## config.mk

```make
export PLATFORM = sky130hd
export DESIGN_NAME = soc_cops_sqrt_queue_axi
export DESIGN_NICKNAME = d
export VERILOG_FILES = /design/src/rtl/soc_cops_sqrt_queue_axi.sv
export SDC_FILE = /design/constraint.sdc
export NUM_CORES = 1
export LEC_CHECK = 0
export ABC_AREA = 1
export CAP_MARGIN = 20
export CORE_ASPECT_RATIO = 0.8
export CORE_MARGIN = 2
export CORE_UTILIZATION = 40
export DETAILED_ROUTE_END_ITERATION = 16
export PLACE_DENSITY = 0.7
export SETUP_SLACK_MARGIN = 0.5
export SLEW_MARGIN = 10
export SYNTH_ARGS = -nofsm -noshare
export SYNTH_HDL_FRONTEND = slang
export SYNTH_SLANG_ARGS = --single-unit
export TNS_END_PERCENT = 10
```

## constraint.sdc

```tcl
create_clock -name clk -period 7.7 [get_ports clk]
set_input_delay 1.925 -clock clk [delete_from_list [all_inputs] [get_ports clk]]
set_output_delay 1.925 -clock clk [all_outputs]
set_load 0.01 [all_outputs]
```

## src/rtl/soc_cops_sqrt_queue_axi.sv

```systemverilog
// AXI4 single-beat slave front-end for a pipelined square-root core: non-blocking
// operand writes gated by a credit check, DEPTH-entry result FIFO, flush and sticky error.
//   state  | meaning
//   W_IDLE | wait for aw+w together; DATA writes stall without credit
//   W_ACK  | one-cycle awready/wready, apply the write effect
//   W_RESP | hold bvalid until bready
//   R_IDLE | arready high, capture read result on arvalid
//   R_DATA | hold rvalid until rready
module soc_cops_sqrt_queue_axi #(
  parameter logic [31:0] BASE_ADDR = 32'h1FD004F0,
  parameter int          ID_W      = 4,
  parameter int          IN_W      = 32,
  parameter int          OUT_W     = 24,
  parameter int          DEPTH     = 4
) (
  input  logic             clk,
  input  logic             resetn,
  input  logic [ID_W-1:0]  axi_s_awid,
  input  logic [31:0]      axi_s_awaddr,
  input  logic [7:0]       axi_s_awlen,
  input  logic [2:0]       axi_s_awsize,
  input  logic [1:0]       axi_s_awburst,
  input  logic             axi_s_awuser,
  input  logic             axi_s_awvalid,
  output logic             axi_s_awready,
  input  logic [31:0]      axi_s_wdata,
  input  logic [3:0]       axi_s_wstrb,
  input  logic             axi_s_wlast,
  input  logic             axi_s_wvalid,
  output logic             axi_s_wready,
  output logic [ID_W-1:0]  axi_s_bid,
  output logic [1:0]       axi_s_bresp,
  output logic             axi_s_bvalid,
  input  logic             axi_s_bready,
  input  logic [ID_W-1:0]  axi_s_arid,
  input  logic [31:0]      axi_s_araddr,
  input  logic [7:0]       axi_s_arlen,
  input  logic [2:0]       axi_s_arsize,
  input  logic [1:0]       axi_s_arburst,
  input  logic             axi_s_aruser,
  input  logic             axi_s_arvalid,
  output logic             axi_s_arready,
  output logic [ID_W-1:0]  axi_s_rid,
  output logic [31:0]      axi_s_rdata,
  output logic [1:0]       axi_s_rresp,
  output logic             axi_s_rlast,
  output logic             axi_s_rvalid,
  input  logic             axi_s_rready,
  output logic [IN_W-1:0]  core_in_tdata,
  output logic             core_in_tvalid,
  input  logic [OUT_W-1:0] core_out_tdata,
  input  logic             core_out_tvalid
);

  localparam int PW = $clog2(DEPTH);
  localparam int CW = PW + 1;
  localparam logic [CW-1:0] DEPTH_C = CW'(DEPTH);
  localparam logic [1:0] RESP_OKAY = 2'b00, RESP_SLVERR = 2'b10, RESP_DECERR = 2'b11;

  typedef enum logic [1:0] {W_IDLE, W_ACK, W_RESP} w_state_t;
  typedef enum logic {R_IDLE, R_DATA} r_state_t;
  typedef enum logic [1:0] {A_DATA, A_STATUS, A_CTRL, A_NONE} addr_kind_t;

  function automatic addr_kind_t decode(input logic [31:0] a);
    if (a == BASE_ADDR)               return A_DATA;
    else if (a == BASE_ADDR + 32'h4)  return A_STATUS;
    else if (a == BASE_ADDR + 32'h8)  return A_CTRL;
    else                              return A_NONE;
  endfunction

  w_state_t         w_state;
  r_state_t         r_state;
  addr_kind_t       w_kind, aw_kind, ar_kind;
  logic [31:0]      w_data_q;
  logic [OUT_W-1:0] mem [DEPTH];
  logic [PW-1:0]    wr_ptr, rd_ptr;
  logic [CW-1:0]    count, inflight, discard;
  logic             err;
  logic             empty, full, credit_ok, ar_accept, pop, rd_empty_err;
  logic             flush, clr_err, res_drop, push, full_drop;
  logic [31:0]      head_ext, status;
  logic             unused_inputs;

  assign unused_inputs = ^{axi_s_awlen, axi_s_awsize, axi_s_awburst, axi_s_awuser, axi_s_wstrb,
                           axi_s_wlast, axi_s_arlen, axi_s_arsize, axi_s_arburst, axi_s_aruser};

  assign aw_kind   = decode(axi_s_awaddr);
  assign ar_kind   = decode(axi_s_araddr);
  assign empty     = (count == '0);
  assign full      = (count == DEPTH_C);
  assign credit_ok = ({1'b0, count} + {1'b0, inflight}) < {1'b0, DEPTH_C};

  assign axi_s_arready = (r_state == R_IDLE);
  assign axi_s_rlast   = 1'b1;
  assign ar_accept     = (r_state == R_IDLE) && axi_s_arvalid;
  assign pop           = ar_accept && (ar_kind == A_DATA) && !empty;
  assign rd_empty_err  = ar_accept && (ar_kind == A_DATA) && empty;

  assign flush     = (w_state == W_ACK) && (w_kind == A_CTRL) && w_data_q[0];
  assign clr_err   = (w_state == W_ACK) && (w_kind == A_CTRL) && w_data_q[1];
  assign res_drop  = core_out_tvalid && (discard != '0);
  // A result arriving alongside a flush is consumed by the flush itself.
  assign push      = core_out_tvalid && !res_drop && !flush && (!full || pop);
  assign full_drop = core_out_tvalid && !res_drop && !flush && full && !pop;

  always_comb begin
    head_ext = '0;
    head_ext[OUT_W-1:0] = mem[rd_ptr];
  end

  always_comb begin
    status = '0;
    status[0] = !empty;
    status[1] = full;
    status[2] = err;
    status[8 +: CW]  = count;
    status[16 +: CW] = inflight;
  end

  always_ff @(posedge clk or negedge resetn) begin
    if (!resetn) begin
      w_state        <= W_IDLE;
      w_kind         <= A_NONE;
      w_data_q       <= '0;
      axi_s_awready  <= 1'b0;
      axi_s_wready   <= 1'b0;
      axi_s_bvalid   <= 1'b0;
      axi_s_bid      <= '0;
      axi_s_bresp    <= RESP_OKAY;
      core_in_tvalid <= 1'b0;
      core_in_tdata  <= '0;
    end else begin
      case (w_state)
        W_IDLE: begin
          if (axi_s_awvalid && axi_s_wvalid && (aw_kind != A_DATA || credit_ok)) begin
            w_kind         <= aw_kind;
            w_data_q       <= axi_s_wdata;
            axi_s_bid      <= axi_s_awid;
            axi_s_awready  <= 1'b1;
            axi_s_wready   <= 1'b1;
            core_in_tvalid <= (aw_kind == A_DATA);
            core_in_tdata  <= axi_s_wdata[IN_W-1:0];
            w_state        <= W_ACK;
          end
        end
        W_ACK: begin
          axi_s_awready  <= 1'b0;
          axi_s_wready   <= 1'b0;
          core_in_tvalid <= 1'b0;
          axi_s_bvalid   <= 1'b1;
          case (w_kind)
            A_DATA, A_CTRL: axi_s_bresp <= RESP_OKAY;
            A_STATUS:       axi_s_bresp <= RESP_SLVERR;
            default:        axi_s_bresp <= RESP_DECERR;
          endcase
          w_state <= W_RESP;
        end
        W_RESP: begin
          if (axi_s_bready) begin
            axi_s_bvalid <= 1'b0;
            w_state      <= W_IDLE;
          end
        end
        default: w_state <= W_IDLE;
      endcase
    end
  end

  always_ff @(posedge clk or negedge resetn) begin
    if (!resetn) begin
      r_state      <= R_IDLE;
      axi_s_rvalid <= 1'b0;
      axi_s_rid    <= '0;
      axi_s_rdata  <= '0;
      axi_s_rresp  <= RESP_OKAY;
    end else begin
      case (r_state)
        R_IDLE: begin
          if (axi_s_arvalid) begin
            axi_s_rid    <= axi_s_arid;
            axi_s_rvalid <= 1'b1;
            r_state      <= R_DATA;
            case (ar_kind)
              A_DATA: begin
                axi_s_rdata <= empty ? 32'h0 : head_ext;
                axi_s_rresp <= empty ? RESP_SLVERR : RESP_OKAY;
              end
              A_STATUS: begin
                axi_s_rdata <= status;
                axi_s_rresp <= RESP_OKAY;
              end
              A_CTRL: begin
                axi_s_rdata <= 32'h0;
                axi_s_rresp <= RESP_OKAY;
              end
              default: begin
                axi_s_rdata <= 32'h0;
                axi_s_rresp <= RESP_DECERR;
              end
            endcase
          end
        end
        R_DATA: begin
          if (axi_s_rready) begin
            axi_s_rvalid <= 1'b0;
            r_state      <= R_IDLE;
          end
        end
        default: r_state <= R_IDLE;
      endcase
    end
  end

  always_ff @(posedge clk or negedge resetn) begin
    if (!resetn) begin
      wr_ptr   <= '0;
      rd_ptr   <= '0;
      count    <= '0;
      inflight <= '0;
      discard  <= '0;
      err      <= 1'b0;
    end else begin
      inflight <= inflight + CW'(core_in_tvalid) - CW'(core_out_tvalid);
      if (flush)         discard <= inflight - CW'(core_out_tvalid);
      else if (res_drop) discard <= discard - CW'(1);
      if (flush) begin
        count  <= '0;
        rd_ptr <= wr_ptr;
      end else begin
        if (push) wr_ptr <= wr_ptr + PW'(1);
        if (pop)  rd_ptr <= rd_ptr + PW'(1);
        if (push && !pop)      count <= count + CW'(1);
        else if (pop && !push) count <= count - CW'(1);
      end
      if (rd_empty_err || full_drop) err <= 1'b1;
      else if (clr_err)              err <= 1'b0;
    end
  end

  always_ff @(posedge clk) begin
    if (push) mem[wr_ptr] <= core_out_tdata;
  end

endmodule

```

Word-level counts from Yosys, hierarchy flattened
Memory sizes are Yosys's and may differ from the RTL's.
Index checks and enable logic that the tools add are counted.
Word-level totals
  bits in registers: 99
  memory bits (writable): 96
  word-level logic and storage cells: 134
  memories: 1
Memory list
  mem: depth 4, bits a word 24, read ports 1, clocked after memory_dff 0, write ports 1, RTL line 75  | logic [OUT_W-1:0] mem [DEPTH];
Operators by class
  $add $sub $neg: 9
  $lt $le $gt $ge: 1
  equality and inequality tests: 17
  muxes and demuxes: 37
  bitwise operators: 2
  reductions and logical operators: 48
Operator list (count)
  equality test 32 x 29 -> 1 bit (second input constant): 6
  one-hot mux 24 bit (2 select lines): 1
  2-to-1 mux 24 bit: 1
  2-to-1 mux 2 bit: 9
  logical AND 1 bit: 17
  2-to-1 mux 3 bit: 5
  AND reduction 2 bit: 7
  2-to-1 mux 1 bit: 13
  nonzero test 2 bit: 6
  one-hot mux 1 bit (2 select lines): 5
  zero test 2 bit: 4
  != test 2 bit (second input constant): 4
  one-hot mux 2 bit (2 select lines): 2
  equality test 2 x 1 -> 1 bit (second input constant): 3
  equality test 2 bit (second input constant): 3
  zero test 1 bit: 6
  one-hot mux 2 bit (3 select lines): 1
  nonzero test 3 bit: 2
  subtractor 3 x 1 -> 3 bit: 2
  subtractor 3 x 1 -> 3 bit (second input constant): 2
  adder 2 x 1 -> 2 bit (second input constant): 2
  adder 3 x 3 -> 4 bit: 1
  < comparator 4 x 3 -> 1 bit (second input constant): 1
  OR reduction 2 bit: 2
  other kinds (6): 9

Logic depth before layout (Yosys ltp)
Gate-level depths: netlist (run 1).
  depth after elaboration: 14
  gate-level depth with buffers: 16

Least setup slack after synthesis (run 1)
No wires, ideal clock.
  path kind: input -> register
  start: input axi_s_araddr[15]
  end: memory mem[0][0], enable pin
  library setup time: 405 ps
  arrival: 3796 ps
  setup slack: 3500 ps
  stages on the path: 9
  cells stage by stage: nor2_1 -> nand2_1 -> nor2_4 -> nand2_4 -> nor2_8 -> nand3_4 -> nand2_2 -> nand2_2 -> nor2_1
On the way
  word-level cells in the longest chain between the ends: 11
  elaborated cells on any way between the ends: 13
Ends and longest elaborated chain
  from (decl): RTL line 36  | input logic [31:0] axi_s_araddr,
  equality test 32 x 29 -> 1 bit: RTL line 67  | else if (a == BASE_ADDR + 32'h8) return A_CTRL;
  2-to-1 mux 1 bit: RTL line 67
  2-to-1 mux 2 bit: RTL line 66  | else if (a == BASE_ADDR + 32'h4) return A_STATUS;
  2-to-1 mux 2 bit *: RTL line 65  | if (a == BASE_ADDR) return A_DATA;
  zero test 2 bit *: RTL line 96  | assign pop = ar_accept && (ar_kind == A_DATA) && !empty;
  logical AND 1 bit * (2 in series): RTL line 96
  logical OR 1 bit *: RTL line 103  | assign push = core_out_tvalid && !res_drop && !flush && (!full || pop);
  logical AND 1 bit *: RTL line 103
  2-to-1 mux 1 bit *: RTL line 241  | if (push) mem[wr_ptr] <= core_out_tdata;
  2-to-1 mux 1 bit (implied by the code) *: RTL line 241
  to (decl): RTL line 75
Every way passes the cells marked *; elsewhere a longest branch is shown, timed or not.

Worst setup path after layout (run 1)
  start: input axi_s_araddr[10]
  end: register count[2]
On the way
  word-level cells in the longest chain between the ends: 12
  elaborated cells on any way between the ends: 18
Ends and longest elaborated chain
  equality test 32 x 29 -> 1 bit: RTL line 67
  2-to-1 mux 1 bit: RTL line 67
  2-to-1 mux 2 bit: RTL line 66
  2-to-1 mux 2 bit *: RTL line 65
  zero test 2 bit *: RTL line 96
  logical AND 1 bit * (2 in series): RTL line 96
  logical OR 1 bit: RTL line 103
  logical AND 1 bit: RTL line 103
  logical AND 1 bit or zero test 1 bit (tied branches): RTL line 232, 233
  2-to-1 mux 3 bit or logical AND 1 bit (tied branches): RTL line 232, 233
  2-to-1 mux 3 bit or nonzero test 3 bit (tied branches)
  to (signal assigned): RTL line 232  | if (push && !pop) count <= count + CW'(1);
  to (signal assigned): RTL line 233  | else if (pop && !push) count <= count - CW'(1);
  to (decl): RTL line 77  | logic [CW-1:0] count, inflight, discard;
Marks and branches as above.
A chain may end at the register's enable or synchronous reset.

==> flow_metrics.env, run 1 <==
export IMPL_regToRegStartpoint="w_kind[1]"
export IMPL_ioPinCount=252
export IMPL_syn_inst=780
export IMPL_fin_crit_sh=0.510
export IMPL_setup_tns_ns=0
export IMPL_syn2layout_area_growth_pct=35.5
export IMPL_drive_gt1_frac=0.0799
export IMPL_grt_use_total=0.190
export IMPL_clk_latency_ns=0.43
export IMPL_gp_congestion=0.776
export IMPL_yosysMostFrequentCell="nand2_1"
export IMPL_clkTransAtPathRegs_ns=0.07
export IMPL_ant_nets=0
export IMPL_n_antenna_cell=0
export IMPL_maxCapViolCount=0
export IMPL_cts_tree="yes"
export IMPL_cts_buffers_inserted=17
export IMPL_vias_per_cell=4.79
export IMPL_first_global_vias=5817
export IMPL_synth_top_area_share=0.353
export IMPL_yosys_area_top_type="edfxtp_1"
export IMPL_status="finished, final reports clean"
export IMPL_io_buffers=209
export IMPL_synth_cell_type_count=45
export IMPL_reg2reg_slack_ns=5.19
export IMPL_synth_area_top_cells="edfxtp_1 (35%), dfrtp_1 (27%), nand2_1 (11%), o21ai_0 (2.9%), inv_1 (2.5%)"
export IMPL_cts_setup_buffers=0
export IMPL_rows=46
export IMPL_drc=0
export IMPL_n_fill_cell=1724
export IMPL_synth_common_cells="nand2_1 (242), edfxtp_1 (96), dfrtp_1 (89), inv_1 (54)"
export IMPL_path_class="in2reg"
export IMPL_synth_edff_count=96
export IMPL_critPathRequiredTime_ns=8.02
export IMPL_cts_max_level=4
export IMPL_startpoint_type="primary input"
export IMPL_clock_fmax_mhz=255
export IMPL_cts_path_max_buffers=2
export IMPL_core_area_mm2=0.0199
export IMPL_holdCritStartpoint="r_state"
export IMPL_dpl_cell_count=1232
export IMPL_critPathMaxFanout=10
export IMPL_routed_wl_um=20000
export IMPL_die_w_um=164
export IMPL_crit_path_start="axi_s_araddr[10]"
export IMPL_worstReg2RegEnd="count[2]"
export IMPL_yosys_warnings=0
export IMPL_hold_violations=0
export IMPL_worst_ep_arrival_time_ns=4.25
export IMPL_min_period_ns=3.92
export IMPL_dp_hpwl_um=13900
export IMPL_worst_pin_slew_ns=0.651
export IMPL_ys_seq_area_frac=0.633
export IMPL_slew_viol_final=0
export IMPL_setup_viol=0
export IMPL_wl_per_cell_um=15.8
export IMPL_fin_worst_skew_ns=0.0103
export IMPL_p_per_area_mw_per_mm2=265
export IMPL_initial_core_util=0.410
export IMPL_ys_seq_elements=187
export IMPL_grt_max_degree=75
export IMPL_die_area_mm2=0.0216
export IMPL_first_pass_iters=4
export IMPL_clkSinkCount=187
export IMPL_ir_worst_vdd_mv=0.150
export IMPL_synthArstFlopShare=0.487
export IMPL_syn_avg_cell_area_um2=10.5
export IMPL_max_slew_margin=0.566
export IMPL_cp_end_kind="flop"
export IMPL_rsz0062_at_grt="no"
export IMPL_cts_resized=0
export IMPL_final_nets=1171
export IMPL_drtIter0Drc=447
export IMPL_final_cells=1265
export IMPL_holdBufCountCts=0
export IMPL_ys_flop_type="edfxtp_1"
export IMPL_syn_area_mm2=0.00816
export IMPL_cts_root_buf="clkbuf_16"
export IMPL_p_leak_nw=4.70
export IMPL_vias=6058
export IMPL_grt_first_pass_wirelength_um=31400
export IMPL_globalRouteOverflowTotal=0
export IMPL_setup_worst_path_end="count[2]"
export IMPL_hp_class="reg2reg"
export IMPL_antenna_found_initial=0
export IMPL_die_h_um=132
export IMPL_worstRegToRegCells=14
-- report_power, final --
group	internal, mW	leakage [nW]	switching, mW	total [mW]
clock	0.461	0.280	0.400	0.860
combinational	0.361	2.41	0.450	0.811
sequential	1.18	2.01	0.0848	1.26
total	2.00	4.70	0.934	2.93
-- critical path, cell delays in order --
cell	delay [ns]
clkdlybuf4s50_1	0.46
inv_1	0.06
nor2_1	0.08
nand2_1	0.12
nor2_4	0.13
nand2_4	0.08
nor2_8	0.20
nand3_4	0.11
nand3_2	0.12
inv_1	0.06
fa_1	0.38
xnor2_1	0.21
inv_1	0.06
nand2_1	0.07
nand2_1	0.06
nand2_1	0.06
nand2_1	0.04
-- sequential cells by signal, summed over array words and instances, names as in the netlist, 3 cells and up --
register,flops
axi_s_bid,4
axi_s_rdata,24
axi_s_rid,4
count,3
discard,3
inflight,3
mem,96
w_data_q,32
-- logic make-up after synthesis --
group           count (synthesis)  synth area share
simple gates                  360             0.195
flops                         187             0.633
compound gates                113            0.0837
buf+inv                        99            0.0586
fa+ha+maj                      14            0.0233
xor+xnor                        5           0.00537
other cells                     2          0.000920
-- worst min path at each step --
stage | end | slack, ns | cells after the start
floorplan | axi_s_rvalid | 0.42 | 1
global placement | axi_s_rvalid | 0.43 | 1
detailed placement | axi_s_rvalid | 0.44 | 1
CTS | axi_s_rvalid | 0.45 | 1
global route | axi_s_rvalid | 0.49 | 1
finish | axi_s_rvalid | 0.45 | 1
-- stage by stage --
stage	worst slack, ns	instance area [µm²]	util	total power, mW	hold WS [ns]
after floorplan	3.50	8190	-	1.75	0.417
after global placement	3.37	10400	0.525	2.07	0.425
final	3.78	11100	0.555	2.93	0.448
after global routing	3.66	11100	0.555	3.11	0.486
after CTS	3.78	11000	0.554	2.96	0.450
after detailed placement	3.36	10400	0.525	2.09	0.441
-- layout make-up --
cell class	count	area, µm²	area share
clock inverter	14	159	0.0144
inverter	62	239	0.0216
tap	264	330	0.0299
clock buffer	18	429	0.0388
multi-input combinational	501	2560	0.231
sequential	187	5160	0.467
timing repair buffer	219	2180	0.198
-- routing by layer --
layer	routed length, µm	track usage	share of wire
met5	0	0	0
met4	318	0.0551	0.016
met3	936	0.0425	0.047
met2	9600	0.301	0.48
met1	9190	0.264	0.46
-- cell usage in the layout, fill, tap and decap left out, types with 10 or more instances in the layout --
cell type        count
nor2_1              44
clkbuf_16           17
dfrtp_1             89
inv_1               54
edfxtp_1            96
a21oi_1             27
clkdlybuf4s50_1    208
nand3_1             23
buf_4               10
nand2_1            242
a32o_1              15
ha_1                12
o21ai_0             48
Note: power is estimated with default switching activity, not from simulation.
==> inputs of run 2 (changes only) <==
clock period = 3.9 ns   (was 7.7 ns; I/O delays follow)
==> run 2 against run 1 <==
Cell area up 0.57%; critical endpoint unchanged; wire length shrank 1.2%; critical path type unchanged; combinational power up 100%; final cell count increased by 0.40%.
==> flow_metrics.env, run 2 (same netlist as run 1, synthesis figures left out) <==
export IMPL_n_antenna_cell=0
export IMPL_max_flop_register="mem"
export IMPL_met3_length_um=900
export IMPL_dp_hpwl_um=13900
export IMPL_cts_buffers_inserted=17
export IMPL_multi_input_area_mm2=0.00256
export IMPL_antenna_found_initial=0
export IMPL_top_regs="mem: 96 flops, w_data_q: 32 flops, axi_s_rdata: 24 flops"
export IMPL_grt_max_degree=82
export IMPL_critPathMaxFanout=10
export IMPL_setup_worst_path_end="count[2]"
export IMPL_cts_path_max_buffers=2
export IMPL_cp_end_kind="flop"
export IMPL_cts_tree="yes"
export IMPL_layout_common_cells="nand2_1 (242), clkdlybuf4s50_1 (208), edfxtp_1 (96), dfrtp_1 (89), inv_1 (54)"
export IMPL_regArea_mm2=0.00516
export IMPL_path_class="in2reg"
export IMPL_ioPinCount=252
export IMPL_die_h_um=132
export IMPL_status="finished, final reports clean"
export IMPL_syn2layout_area_growth_pct=36.3
export IMPL_cts_setup_buffers=0
export IMPL_maxCapViolCount=0
export IMPL_slew_viol_final=0
export IMPL_first_pass_iters=5
export IMPL_min_period_ns=3.05
export IMPL_io_buffers=209
export IMPL_final_common_cell="nand2_1"
export IMPL_vias_per_cell=4.74
export IMPL_p_per_area_mw_per_mm2=525
export IMPL_fin_ws_ns=0.847
export IMPL_p_total_mw=5.84
export IMPL_worst_pin_slew_ns=0.656
export IMPL_p_leak_nw=4.74
export IMPL_drc=0
export IMPL_rows=46
export IMPL_met2_wirelength_um=9420
export IMPL_globalRouteOverflowTotal=0
export IMPL_wl_met1_um=9170
export IMPL_fin_area_mm2=0.0111
export IMPL_vias=6025
export IMPL_n_fill_cell=1713
export IMPL_setup_tns_ns=0
export IMPL_clk_latency_ns=0.43
export IMPL_fin_crit_sh=0.783
export IMPL_grt_use_total=0.187
export IMPL_clkSinkCount=187
export IMPL_setup_viol=0
export IMPL_die_w_um=164
export IMPL_cts_max_level=4
export IMPL_first_global_vias=5921
export IMPL_wl_per_cell_um=15.6
export IMPL_dr_max_layer_used="met4"
export IMPL_reg2reg_slack_ns=1.45
export IMPL_worstRegToRegCells=14
export IMPL_final_nets=1176
export IMPL_cts_resized=0
export IMPL_grt_first_pass_wirelength_um=31200
export IMPL_post_place_ws_ns=0.489
export IMPL_regToRegStartpoint="w_kind[1]"
export IMPL_worst_ep_arrival_time_ns=3.37
export IMPL_clkTransAtPathRegs_ns=0.08
export IMPL_hp_class="in2async"
export IMPL_place_area_mm2=0.0105
export IMPL_cts_root_buf="clkbuf_16"
export IMPL_initial_core_util=0.410
export IMPL_largest_register_ffs=96
export IMPL_ant_nets=0
export IMPL_gp_congestion=0.753
export IMPL_drtIter0Drc=328
export IMPL_startpoint_type="primary input"
export IMPL_die_area_mm2=0.0216
export IMPL_worstReg2RegEnd="count[2]"
export IMPL_core_area_mm2=0.0199
export IMPL_routed_wl_um=19800
export IMPL_clock_fmax_mhz=328
export IMPL_critPathRequiredTime_ns=4.22
export IMPL_ir_worst_vdd_mv=0.306
export IMPL_rsz0062_at_grt="no"
export IMPL_hold_violations=0
export IMPL_max_slew_margin=0.560
export IMPL_holdBufCountCts=0
export IMPL_drive_gt1_frac=0.0845
export IMPL_fin_worst_skew_ns=0.0150
export IMPL_crit_path_start="axi_s_araddr[10]"
run 2: worst min-delay path by stage:
| stage | start | end | slack, ns |
|---|---|---|---|
| global route | resetn | w_data_q[29] | 0.41 |
| global placement | r_state | axi_s_rvalid | 0.42 |
| detailed placement | r_state | axi_s_rvalid | 0.43 |
| finish | resetn | w_data_q[29] | 0.41 |
| CTS | r_state | axi_s_rvalid | 0.44 |
| floorplan | r_state | axi_s_rvalid | 0.42 |
run 2: worst max-delay path: stages:
cell and delay, ns:
clkdlybuf4s50_1 0.46, inv_1 0.08, nor2_1 0.09, nand2_1 0.12, nor2_4 0.14, nand2_4 0.09
nor2_8 0.20, nand3_4 0.11, nand3_2 0.12, inv_1 0.06, fa_1 0.38, xnor2_1 0.25
inv_1 0.07, nand2_1 0.07, nand2_1 0.04, nand2_1 0.06, nand2_1 0.04
run 2: power breakdown:
part,total (mW),switching (mW),leakage [nW],internal [mW]
Clock,1.72,0.791,0.290,0.928
Combinational,1.63,0.896,2.44,0.735
Sequential,2.48,0.163,2.01,2.32
Total,5.84,1.85,4.74,3.99
run 2: layout make-up:
cell class,instances,share of cell area
Inverter,62,0.0215
Sequential cell,187,0.464
Tap cell,264,0.0297
Clock buffer,19,0.0398
Clock inverter,13,0.0135
Multi-Input combinational cell,501,0.230
Timing Repair Buffer,224,0.202
run 2: stage by stage:
step | hold slack, ns | cells | util
after floorplan | 0.417 | 787 | -
after global placement | 0.423 | 1236 | 0.527
after detailed placement | 0.428 | 1236 | 0.527
after CTS | 0.437 | 1268 | 0.556
after global routing | 0.412 | 1270 | 0.559
final | 0.414 | 1270 | 0.559
run 2: layer usage:
| layer | up-vias | track usage |
|---|---|---|
| met1 | 2847 | 0.258 |
| li1 | 3010 | - |
| met3 | 19 | 0.0330 |
| met4 | 0 | 0.0634 |
| met5 | - | 0 |
| met2 | 149 | 0.300 |
